`src/rtl/pipelined_addsub_if.sv`:
```
// Stream interface for the pipelined adder/subtractor: operand beat in, result beat out.
// The master drives the operands and out_ready. The slave (the adder) drives the handshake and the result.
interface pipelined_addsub_if #(
  parameter int WIDTH = 16
) ();
  logic             in_valid;
  logic             in_ready;
  logic [WIDTH-1:0] a;
  logic [WIDTH-1:0] b;
  logic             sub;
  logic             cin;
  logic             out_valid;
  logic             out_ready;
  logic [WIDTH-1:0] res;
  logic             cout;
  logic             ovf;

  modport master (
    output in_valid, a, b, sub, cin, out_ready,
    input  in_ready, out_valid, res, cout, ovf
  );

  modport slave (
    input  in_valid, a, b, sub, cin, out_ready,
    output in_ready, out_valid, res, cout, ovf
  );
endinterface

```
`src/rtl/pipelined_addsub.sv`:
```
// Pipelined two's-complement add/subtract for the PID datapath.
// The carry chain is split into STAGES registered slices, with signed overflow flag, optional saturation and stream flow control.
module pipelined_addsub #(
  parameter int WIDTH  = 16,
  parameter int STAGES = 4,
  parameter int SAT    = 1
) (
  input logic               clk,
  input logic               rst_n,
  pipelined_addsub_if.slave bus
);
  localparam int SW = WIDTH / STAGES;

  logic [WIDTH-1:0]  a_q [STAGES];
  logic [WIDTH-1:0]  b_q [STAGES];
  logic [WIDTH-1:0]  s_q [STAGES];
  logic              c_q [STAGES];
  logic [STAGES-1:0] v_q;

  logic [WIDTH-1:0]  a_n [STAGES];
  logic [WIDTH-1:0]  b_n [STAGES];
  logic [WIDTH-1:0]  s_n [STAGES];
  logic              c_n [STAGES];
  logic [STAGES-1:0] v_n;

  logic [WIDTH-1:0]  b_eff;
  logic [SW:0]       slice;
  logic              c_msb;
  logic              ovf_n;
  logic [WIDTH-1:0]  res_n;
  logic [WIDTH-1:0]  res_q;
  logic              cout_q;
  logic              ovf_q;
  logic              adv;

  function automatic logic [SW:0] slice_add(input logic [SW-1:0] x, input logic [SW-1:0] y,
                                            input logic c);
    return {1'b0, x} + {1'b0, y} + {{SW{1'b0}}, c};
  endfunction

  // One global advance: the whole pipe moves together or holds together.
  assign adv           = bus.out_ready | ~v_q[STAGES-1];
  assign bus.in_ready  = adv;
  assign bus.out_valid = v_q[STAGES-1];
  assign bus.res       = res_q;
  assign bus.cout      = cout_q;
  assign bus.ovf       = ovf_q;

  always_comb begin
    b_eff = bus.sub ? ~bus.b : bus.b;
    slice = '0;
    for (int k = 0; k < STAGES; k++) begin
      a_n[k] = '0;
      b_n[k] = '0;
      s_n[k] = '0;
      c_n[k] = 1'b0;
    end
    v_n = '0;

    slice          = slice_add(bus.a[SW-1:0], b_eff[SW-1:0], bus.sub | bus.cin);
    a_n[0]         = bus.a;
    b_n[0]         = b_eff;
    s_n[0][SW-1:0] = slice[SW-1:0];
    c_n[0]         = slice[SW];
    v_n[0]         = bus.in_valid;

    // Each slice takes the carry registered by the previous stage and forwards the lower sum bits.
    for (int k = 1; k < STAGES; k++) begin
      slice                = slice_add(a_q[k-1][k*SW +: SW], b_q[k-1][k*SW +: SW], c_q[k-1]);
      a_n[k]               = a_q[k-1];
      b_n[k]               = b_q[k-1];
      s_n[k]               = s_q[k-1];
      s_n[k][k*SW +: SW]   = slice[SW-1:0];
      c_n[k]               = slice[SW];
      v_n[k]               = v_q[k-1];
    end
  end

  always_comb begin
    c_msb = s_n[STAGES-1][WIDTH-1] ^ a_n[STAGES-1][WIDTH-1] ^ b_n[STAGES-1][WIDTH-1];
    ovf_n = c_msb ^ c_n[STAGES-1];
    res_n = s_n[STAGES-1];
    if ((SAT != 0) && ovf_n) begin
      res_n = a_n[STAGES-1][WIDTH-1] ? {1'b1, {(WIDTH-1){1'b0}}} : {1'b0, {(WIDTH-1){1'b1}}};
    end
  end

  always_ff @(posedge clk or negedge rst_n) begin
    if (!rst_n) begin
      for (int k = 0; k < STAGES; k++) begin
        a_q[k] <= '0;
        b_q[k] <= '0;
        s_q[k] <= '0;
        c_q[k] <= 1'b0;
      end
      v_q    <= '0;
      res_q  <= '0;
      cout_q <= 1'b0;
      ovf_q  <= 1'b0;
    end else if (adv) begin
      for (int k = 0; k < STAGES; k++) begin
        a_q[k] <= a_n[k];
        b_q[k] <= b_n[k];
        s_q[k] <= s_n[k];
        c_q[k] <= c_n[k];
      end
      v_q    <= v_n;
      res_q  <= res_n;
      cout_q <= c_n[STAGES-1];
      ovf_q  <= ovf_n;
    end
  end
endmodule

```
`src/flat_wrapper.sv`:
```
// flat-port wrapper written by rule: the top's interface ports become plain ports
module pipelined_addsub_flat 
#(
  parameter int WIDTH  = 16,
  parameter int STAGES = 4,
  parameter int SAT    = 1
)
  (clk, rst_n, bus_in_valid, bus_a, bus_b, bus_sub, bus_cin, bus_out_ready, bus_in_ready, bus_out_valid, bus_res, bus_cout, bus_ovf);
  pipelined_addsub_if #(.WIDTH(WIDTH)) bus_i ();
  input logic clk;
  input logic rst_n;
  input wire logic [$bits(bus_i.in_valid)-1:0] bus_in_valid;
  input wire logic [$bits(bus_i.a)-1:0] bus_a;
  input wire logic [$bits(bus_i.b)-1:0] bus_b;
  input wire logic [$bits(bus_i.sub)-1:0] bus_sub;
  input wire logic [$bits(bus_i.cin)-1:0] bus_cin;
  input wire logic [$bits(bus_i.out_ready)-1:0] bus_out_ready;
  output wire logic [$bits(bus_i.in_ready)-1:0] bus_in_ready;
  output wire logic [$bits(bus_i.out_valid)-1:0] bus_out_valid;
  output wire logic [$bits(bus_i.res)-1:0] bus_res;
  output wire logic [$bits(bus_i.cout)-1:0] bus_cout;
  output wire logic [$bits(bus_i.ovf)-1:0] bus_ovf;
  assign bus_i.in_valid = bus_in_valid;
  assign bus_i.a = bus_a;
  assign bus_i.b = bus_b;
  assign bus_i.sub = bus_sub;
  assign bus_i.cin = bus_cin;
  assign bus_i.out_ready = bus_out_ready;
  assign bus_in_ready = bus_i.in_ready;
  assign bus_out_valid = bus_i.out_valid;
  assign bus_res = bus_i.res;
  assign bus_cout = bus_i.cout;
  assign bus_ovf = bus_i.ovf;
  pipelined_addsub #(.WIDTH(WIDTH), .STAGES(STAGES), .SAT(SAT)) u_core (.clk(clk), .rst_n(rst_n), .bus(bus_i));
endmodule
```
`config.mk`:
```
export PLATFORM = sky130hd
export DESIGN_NAME = pipelined_addsub_flat
export DESIGN_NICKNAME = d
export VERILOG_FILES = /design/src/rtl/pipelined_addsub_if.sv /design/src/rtl/pipelined_addsub.sv /design/src/flat_wrapper.sv
export SDC_FILE = /design/constraint.sdc
export NUM_CORES = 1
export LEC_CHECK = 0
export ABC_CLOCK_PERIOD_IN_PS = 5420
export CAP_MARGIN = 0
export CELL_PAD_IN_SITES_DETAIL_PLACEMENT = 1
export CELL_PAD_IN_SITES_GLOBAL_PLACEMENT = 1
export CORE_MARGIN = 1
export CORE_UTILIZATION = 46
export DETAILED_ROUTE_END_ITERATION = 7
export GPL_TIMING_DRIVEN = 0
export PLACE_DENSITY = 0.82
export SLEW_MARGIN = 0
export SYNTH_ARGS = -nofsm -noshare
export SYNTH_HDL_FRONTEND = slang
export SYNTH_SLANG_ARGS = --single-unit
```
`constraint.sdc`:
```
create_clock -name clk -period 5.42 [get_ports clk]
set_clock_uncertainty 0.2 [all_clocks]
set_input_delay 1.084 -clock clk [delete_from_list [all_inputs] [get_ports clk]]
set_output_delay 1.084 -clock clk [all_outputs]
set_load 0.02 [all_outputs]
```
# [After elaboration in Yosys (flattened, before gate mapping)]
# Index checks and enable logic that the tools add are counted.
[totals] ff_bits=145 output_inout_bits=20
[op_classes] add_sub_neg=8 n_mux=3 bitwise=7
[op_table] operator="$mux 16" n=3
[op_table] operator="$add 4x4->5" n=4
[op_table] operator="$add 5x1->5" n=4
[op_table] operator="$not 16->16" n=1
[op_table] operator="$xor 1x1->1" n=3
[op_table] operator="$or 1x1->1" n=2
[op_table] operator="$not 1->1" n=1

# [Longest topological paths before layout]
# Gate-level depths: netlist of run 1.
[logic_depth] word_depth=6 mapped_depth=11

# [Least setup slack after synthesis of run 1]
# Ideal clock, no wire load.
[synth_path] kind="input port to output port" start="input port bus_out_ready" end="output port bus_in_ready" t_arrival_ns=2.056 t_required_ns=4.136 slack_ns=2.080 stages=5 path_buffers=3 cell_sequence="nor2b_1 > clkbuf_1 > inv_2 > clkbuf_1 > clkbuf_1"
[synth_via] elab_chain_cells=1
[synth_rtl] item="start, declared" line_no="flat_wrapper.sv:17" rtl="input wire logic [$bits(bus_i.out_ready)-1:0] bus_out_ready;"
[synth_rtl] item="$or 1x1->1" line_no="pipelined_addsub.sv:42" rtl="assign adv = bus.out_ready | ~v_q[STAGES-1];"
[synth_rtl] item="end, declared" line_no="flat_wrapper.sv:18" rtl="output wire logic [$bits(bus_i.in_ready)-1:0] bus_in_ready;"
# Every way passes these cells.

# [Worst setup path in the final report of run 1]
# Same ends and word-level chain as after synthesis.

==> results.env, run 1 <==
ANTENNA_LEFT=0
GLOBALROUTETOTALUTIL_PCT=23.3
REGTOREGSETUPSLACK_NS=2.67
LAYOUT_WORST_PATH_CYCLE_SHARE_PCT=88.6
LAYOUT.CELLS.MOST_COMMON='sky130_fd_sc_hd__nand2_1'
CTS-RESIZED-GATES=0
GRT_PASS1_VIAS=3618
SETUP.WORST_PATH.END_CLASS='primary output'
POSTCTSHOLDBUFS=0
WORSTHOLDPATHTYPE='flip-flop to flip-flop'
STD_CELL_ROWS=35
TRITONCTS='built'
POWER_SWITCHING_SHARE_PCT=41.4
GPL.FINAL_WEIGHTED_CONGESTION=0.798
SYN_AVG_CELL_AREA_UM2=9.70
SYNTH_WARNINGS=0
MAXSLEWHEADROOM_PCT=57.7
CLOCK.FMAX_MHz=208
DIE_Y_UM=100
WORST_PATH_LARGEST_CELL_DELAY_NS=0.72
VIASPERCELL=5.08
FINALWIRELENGTH_UM=10600
CLK-INSERTION-DELAY-LATE_NS=0.37
CRIT_PATH_START='bus_out_ready'
N_ANTENNA_CELL=0
NETSWITCHINGPOWER_W=0.00150
CRITPATHMOSTFREQUENTCELL='sky130_fd_sc_hd__clkbuf_1'
POWER_FRAC_CLOCK_PCT=12.0
WORSTREGTOREGCELLS=11
LAYOUT.NETS=585
GLOBALROUTE.TOTALOVERFLOW=0
GR-USAGE-MET3_PCT=3.06
TIMING.SETUP.CRITICAL_PATH_CLASS='input pin to primary output'
POST_SYNTHESIS_SEQUENTIAL_AREA_RATIO_PCT=54.5
TIMING.RR.START='u_core.c_q[1]'
ANTENNA_VIOLATIONS_BEFORE_REPAIR=0
WORST_SETUP_HOLD_PATH_CLK_SLEW_NS=0.10
P_SEQ_SHARE_PCT=35.4
WORST-PATH-STAGES=7
POST_ROUTE_CELLS_DRIVE_ABOVE_1_SHARE_PCT=6.58
ASYNC_FLOP_SHARE_PCT=100
NUM_CLOCK_SINKS=97
GRTUSAGEMET2_PCT=43.2
INTERNAL_POWER_W=0.00213
CRITICAL-PATH-SLOWEST-CELL='sky130_fd_sc_hd__clkdlybuf4s50_1'
SYNTHTOLAYOUTAREAGROWTH_PCT=20.7
WORSTMARGINPINSLEW_NS=0.635
SETUP.WORST_PATH.END='bus_in_ready'
WORST_EP_ARRIVAL_TIME_NS=3.52
PERIOD_NEEDED_NS=4.80
START_UTIL_PCT=47.7
CRITICAL_PATH.STARTPOINT_TYPE='input pin'
SYN_NETS=517
CELL_VARIETY_AFTER_SYNTH=29
DESIGN.CORE.AREA_UM2=9330
DRC=0
GRT_START_MAX_NET_PINS=72
REQUIRED_NS=4.14
HOLD_VIOLATIONS=0
SYNTH.FF_LATCH_COUNT=97
WORSTREG2REGEND='u_core.bus.res[13]'
DRTITER0DRC=156
CRIT_FAMILY='buffers and inverters'
CLOCK_TREE.HTREE_LEVEL_COUNT=3
POST_CTS_SETUP_BUFFERS=0
DRT_PASS1_ITERATIONS=4
HPWLAFTERDP_UM=7880
MAX-CLOCK-PATH-BUFFERS=2
CRITICAL_PATH_BUF_INV_COUNT=6
DR_TOTAL_VIAS=3357
BOUNDARYPINS=58
UNREPAIRED_SETUP_ENDPOINTS_AFTER_GLOBAL_ROUTING='no'
MAX-CAP-VIOLATIONS=0
CELLLEAKAGEPOWER_nW=2.55
POST_SYNTH_INST_COUNT=459
POST_SYNTH_INSTANCE_AREA_UM2=4450
SYNTH-EDFF-COUNT=0
FINAL_MAX_SLEW_VIOL_COUNT=0
OUTCOME='finished, final reports clean'
CTS_MADE_BUFFERS=9
LAYOUT.CORE_UTILIZATION_PCT=57.6
DIE_AR_UM2=10100
HOLD_SLACK_NS=0.277
GRT_FIRST_PASS_WIRELENGTH_UM=17800
MOSTFREQUENTLAYOUTCELLS='sky130_fd_sc_hd__nand2_1, sky130_fd_sc_hd__dfrtp_1, sky130_fd_sc_hd__clkdlybuf4s50_1, sky130_fd_sc_hd__o21ai_0, sky130_fd_sc_hd__clkbuf_1'
ROUTE.DETAILED.WL_PER_INST_UM=16.0
GLOBALROUTE.BUSIESTLAYER='met2'
PEAKVDDDROP_mV=0.313
ROOT_BUFFER='sky130_fd_sc_hd__clkbuf_8'
POWER.DENSITY_CELL_AREA_nW_PER_UM2=675
CRITICAL_PATH.MAX_FANOUT=10
PORTBUFFERS=56
FINALSETUPVIOLATIONS=0
REPORT.POWER.TOTAL_W=0.00363
MET1_USAGE_PCT=28.0
SYNTH_TOP_FLOP_CELL='sky130_fd_sc_hd__dfrtp_1'
DIE_WIDTH_UM=100
CRIT_PATH_CELL_TRACE='clkdlybuf4s50_1, nor2b_1, clkbuf_1, inv_2, clkbuf_1, clkbuf_1, clkdlybuf4s50_1'
COMBPWRFRAC_PCT=52.7
[layout make-up]
| class | count | area [µm²] |
|---|---|---|
| fillers | 1085 | 3960 |
| flip-flops and latches | 97 | 2430 |
| multi-input cells | 319 | 1840 |
| repair buffers | 57 | 586 |
| well taps | 129 | 161 |
| clock buffers | 11 | 131 |
| plain buffers | 26 | 123 |
| inverters | 17 | 63.8 |
| clock inverters | 5 | 41.3 |
[cell usage after synthesis, drive strengths merged, types with 3 or more instances]
cell type	number	share of area (%)
nor2	17	1.4
ha	12	3.4
xor2	10	2.0
o21ai	30	3.4
buf	7	1.2
dfrtp	97	55
xnor2	14	2.9
fa	8	3.6
a21o	17	2.9
a21oi	16	1.8
o221a	13	3.3
inv	17	1.4
nand2	169	14
nand2b	3	0.59
nor2b	5	0.70
clkbuf	19	1.6
[worst min-delay path, cell delays in order, from the launching register on]
cell	delay (ns)
sky130_fd_sc_hd__dfrtp_1	0.35
sky130_fd_sc_hd__nand2_1	0.05
sky130_fd_sc_hd__nand2_1	0.05
[per-stage QoR]
step | setup WS, ns | TNS (ns) | cell area (µm²) | cells
floorplan | 2.08 | 0 | 4450 | 459
global route | 0.453 | 0 | 5370 | 661
finish | 0.617 | 0 | 5370 | 661
global placement | -0.530 | -50.87 | 5170 | 644
CTS | 0.625 | 0 | 5370 | 661
detailed placement | 0.639 | 0 | 5200 | 645
[registers in the layout (all words and copies together) (netlist names)]
name	count
u_core.a_n	24
u_core.b_n	24
u_core.bus.cout	1
u_core.bus.ovf	1
u_core.bus.res	16
u_core.c_q	3
u_core.s_n	24
u_core.v_q	4
[kinds of logic after synthesis]
logic type               Yosys count  share of synthesized area (%)
adder cells (fa/ha/maj)           20                           6.97
buffers and inverters             43                           4.19
flip-flops                        97                           54.5
XOR/XNOR                          24                           4.89
AO/OA/AOI/OAI                     78                           11.9
AND/OR/NAND/NOR                  197                           17.5
[per-layer routing]
layer  part of all wire, %  vias to the layer above
met3                   2.1                       16
met1                    43                     1683
met5                     0                        -
li1                      -                     1608
met2                    53                       50
met4                   1.6                        0
[how the worst min path moves through the flow]
stage	slack, ns	cells past startpoint	from	end
2_1_floorplan	0.23	2	u_core.v_q[2]	u_core.v_q[2]
3_3_place_gp	0.25	2	u_core.v_q[2]	u_core.v_q[2]
3_5_place_dp	0.26	2	u_core.s_n[18]	u_core.s_n[18]
4_1_cts	0.28	2	u_core.s_n[18]	u_core.s_n[18]
5_1_grt	0.30	1	u_core.v_q[2]	u_core.v_q[3]
6_report	0.28	2	u_core.s_n[16]	u_core.s_n[16]
[power by group through the flow]
| stage | clock network, W | registers [W] | logic [W] |
|---|---|---|---|
| 2_1_floorplan | 0 | 0.00132 | 0.00129 |
| 3_3_place_gp | 0 | 0.00128 | 0.00180 |
| 3_5_place_dp | 0 | 0.00130 | 0.00192 |
| 4_1_cts | 0.000444 | 0.00128 | 0.00193 |
| 5_1_grt | 0.000470 | 0.00132 | 0.00212 |
| 6_report | 0.000434 | 0.00128 | 0.00191 |
Note: power is estimated with default switching activity, not from simulation.
==> inputs of run 2 (changes only) <==
- CELL_PAD_IN_SITES_DETAIL_PLACEMENT: 1 -> unset
- CELL_PAD_IN_SITES_GLOBAL_PLACEMENT: 1 -> unset
- CORE_UTILIZATION: 46 -> 55
- PLACE_DENSITY: 0.82 -> 0.77
- SLEW_MARGIN: 0 -> 30
==> results.env, run 2 (same netlist as run 1, synthesis figures left out) <==
GPL.FINAL_WEIGHTED_CONGESTION=0.785  # was 0.798
PEAKVDDDROP_mV=0.344  # was 0.313 mV
PERIOD_NEEDED_NS=4.86  # was 4.80 ns
WORST_PATH_LARGEST_CELL_DELAY_NS=0.72  # about the same
CRITICAL_PATH.MAX_FANOUT=10  # unchanged
SYNTHTOLAYOUTAREAGROWTH_PCT=20.5  # was 20.7%
WORSTMARGINPINSLEW_NS=0.580  # was 0.635 ns
HOLD_VIOLATIONS=0  # unchanged
SETUP.WORST_PATH.END_CLASS='primary output'  # unchanged
MAX-CAP-VIOLATIONS=0  # unchanged
TIMING.SETUP.CRITICAL_PATH_CLASS='input pin to primary output'  # unchanged
CLOCK.FMAX_MHz=206  # was 208 MHz
REPORT.POWER.TOTAL_W=0.00361  # was 0.00363 W
DRT_PASS1_ITERATIONS=4  # unchanged
NETSWITCHINGPOWER_W=0.00144  # was 0.00150 W
ROOT_BUFFER='sky130_fd_sc_hd__clkbuf_8'  # unchanged
DIE_Y_UM=92.0  # was 100 µm
CRIT_PATH_CELL_TRACE='clkdlybuf4s50_1, nor2b_1, clkbuf_1, inv_2, clkbuf_1, clkbuf_1, clkdlybuf4s50_1'  # unchanged
DESIGN.CORE.AREA_UM2=7770  # was 9330 µm²
START_UTIL_PCT=57.3  # was 47.7%
MAX-CLOCK-PATH-BUFFERS=2  # unchanged
INTERNAL_POWER_W=0.00218  # was 0.00213 W
CRITICAL_PATH.STARTPOINT_TYPE='input pin'  # unchanged
ANTENNA_LEFT=0  # unchanged
FINALSETUPVIOLATIONS=0  # unchanged
MOSTFREQUENTLAYOUTCELLS='sky130_fd_sc_hd__nand2_1, sky130_fd_sc_hd__dfrtp_1, sky130_fd_sc_hd__clkdlybuf4s50_1, sky130_fd_sc_hd__o21ai_0, sky130_fd_sc_hd__clkbuf_1'  # unchanged
OUTCOME='finished, final reports clean'  # unchanged
MAXSLEWHEADROOM_PCT=61.3  # was 57.7%
POSTCTSHOLDBUFS=0  # unchanged
CLOCK_TREE.HTREE_LEVEL_COUNT=3  # unchanged
P_SEQ_SHARE_PCT=35.4  # about the same
DRT-MET1-WL_UM=4000  # was 4570 µm
CTS-RESIZED-GATES=0  # unchanged
GRT_FIRST_PASS_WIRELENGTH_UM=15800  # was 17800 µm
LAYOUT.CELLS.MOST_COMMON='sky130_fd_sc_hd__nand2_1'  # unchanged
DR_TOTAL_VIAS=3239  # was 3357
GRT_PASS1_VIAS=3337  # was 3618
CLK-INSERTION-DELAY-LATE_NS=0.36  # was 0.37 ns
STD_CELL_ROWS=32  # was 35
POST_CTS_SETUP_BUFFERS=0  # unchanged
FINAL_MAX_SLEW_VIOL_COUNT=0  # unchanged
TOP_LAYER_USED='met4'  # unchanged
WORST_EP_ARRIVAL_TIME_NS=3.58  # was 3.52 ns
UNREPAIRED_SETUP_ENDPOINTS_AFTER_GLOBAL_ROUTING='no'  # unchanged
CELLLEAKAGEPOWER_nW=2.57  # was 2.55 nW
FINALWIRELENGTH_UM=9290  # was 10600 µm
CRITPATHMOSTFREQUENTCELL='sky130_fd_sc_hd__clkbuf_1'  # unchanged
WORSTHOLDPATHTYPE='flip-flop to flip-flop'  # unchanged
NUM_CLOCK_SINKS=97  # unchanged
TRITONCTS='built'  # unchanged
PORTBUFFERS=56  # unchanged
VIASPERCELL=5.11  # was 5.08
POWER_FRAC_CLOCK_PCT=13.1  # was 12.0%
CTS_MADE_BUFFERS=9  # unchanged
ROUTE.DETAILED.WL_PER_INST_UM=14.7  # was 16.0 µm
DIE_WIDTH_UM=92.0  # was 100 µm
REGTOREGSETUPSLACK_NS=2.69  # was 2.67 ns
CRIT_FAMILY='buffers and inverters'  # unchanged
REQUIRED_NS=4.14  # about the same
DRC=0  # unchanged
BOUNDARYPINS=58  # unchanged
DIE_AR_UM2=8460  # was 10100 µm²
GLOBALROUTETOTALUTIL_PCT=24.6  # was 23.3%
LAYOUT_WORST_PATH_CYCLE_SHARE_PCT=89.7  # was 88.6%
DRTITER0DRC=158  # was 156
GRT_START_MAX_NET_PINS=72  # unchanged
COMBPWRFRAC_PCT=51.4  # was 52.7%
WL_MET3_UM=376  # was 223 µm
LAYOUT.NETS=585  # unchanged
GLOBALROUTE.TOTALOVERFLOW=0  # unchanged
N_ANTENNA_CELL=0  # unchanged
CRITICAL-PATH-SLOWEST-CELL='sky130_fd_sc_hd__clkdlybuf4s50_1'  # unchanged
DETAILROUTE.WIRELENGTH.MET2_UM=4790  # was 5620 µm
POWER_SWITCHING_SHARE_PCT=39.8  # was 41.4%
ANTENNA_VIOLATIONS_BEFORE_REPAIR=0  # unchanged
FIN_TNS_SETUP_NS=0  # unchanged
POST_ROUTE_CELLS_DRIVE_ABOVE_1_SHARE_PCT=6.77  # was 6.58%
WORST_SETUP_HOLD_PATH_CLK_SLEW_NS=0.09  # was 0.10 ns
CRITICAL_PATH_BUF_INV_COUNT=6  # unchanged
POWER.DENSITY_CELL_AREA_nW_PER_UM2=674  # was 675 nW/µm²
HPWLAFTERDP_UM=6730  # was 7880 µm
## run 2: changes by cell type in the layout (fill, tap and decap cells not counted)
cell	change
sky130_fd_sc_hd__bufinv_16	+1
sky130_fd_sc_hd__buf_4	-1
sky130_fd_sc_hd__clkinv_4	-2
sky130_fd_sc_hd__inv_6	-1
sky130_fd_sc_hd__clkbuf_1	-1
sky130_fd_sc_hd__clkbuf_8	+1
sky130_fd_sc_hd__clkinv_2	+2
sky130_fd_sc_hd__buf_6	+1
## run 2: final cells by class
type / count / area (µm²)
Fill cell: 617 / 2400
Tap cell: 102 / 128
Clock inverter: 5 / 55.1
Inverter: 17 / 63.8
Sequential cell: 97 / 2430
Multi-Input combinational cell: 319 / 1840
Timing Repair Buffer: 57 / 589
Clock buffer: 11 / 141
Buffer: 26 / 123
## run 2: power groups by stage
stage | clock, W | combinational [W] | sequential [W]
after floorplan | 0 | 0.00129 | 0.00132
after global placement | 0 | 0.00178 | 0.00127
after detailed placement | 0 | 0.00187 | 0.00129
after CTS | 0.000477 | 0.00188 | 0.00128
after global routing | 0.000509 | 0.00206 | 0.00132
final | 0.000475 | 0.00186 | 0.00128
## run 2: per-layer routing
layer	global-route usage [%]	up-vias
met5	0	-
met4	8.46	0
met3	3.73	9
met2	42.9	69
met1	31.3	1549
li1	-	1612
## run 2: path summary, 6_finish.rpt
| path | start | end | cells past startpoint |
|---|---|---|---|
| min | u_core.v_q[2] | u_core.v_q[2] | 2 |
| max in group asynchronous | rst_n | u_core.b_n[37] | 2 |
| min reg2reg | u_core.v_q[2] | u_core.v_q[2] | 2 |
| min in group asynchronous | rst_n | u_core.bus.res[3] | 1 |
| max | bus_out_ready | bus_in_ready | 7 |
| max reg2reg | u_core.c_q[1] | u_core.bus.res[13] | 11 |
## run 2: worst register-to-register path: stages (launching register included)
cell and delay (ns):
sky130_fd_sc_hd__dfrtp_1 0.42, sky130_fd_sc_hd__fa_1 0.21, sky130_fd_sc_hd__inv_1 0.05, sky130_fd_sc_hd__fa_1 0.40, sky130_fd_sc_hd__nand2b_1 0.18, sky130_fd_sc_hd__o2bb2ai_2 0.15, sky130_fd_sc_hd__xnor2_2 0.19, sky130_fd_sc_hd__xor2_1 0.25
sky130_fd_sc_hd__buf_6 0.18, sky130_fd_sc_hd__buf_8 0.13, sky130_fd_sc_hd__nor2_1 0.05, sky130_fd_sc_hd__a211oi_2 0.22
## run 2: through the flow
step / hold WS [ns] / instances / setup WS, ns / instance area [µm²] / util (%)
finish: 0.272 / 634 / 0.558 / 5360 / 69.1
global route: 0.278 / 634 / 0.383 / 5360 / 69.1
CTS: 0.267 / 634 / 0.524 / 5360 / 69.1
detailed placement: 0.248 / 618 / 0.587 / 5170 / 66.5
global placement: 0.242 / 617 / -0.388 / 5140 / 66.2
floorplan: 0.230 / 459 / 2.08 / 4450 / -
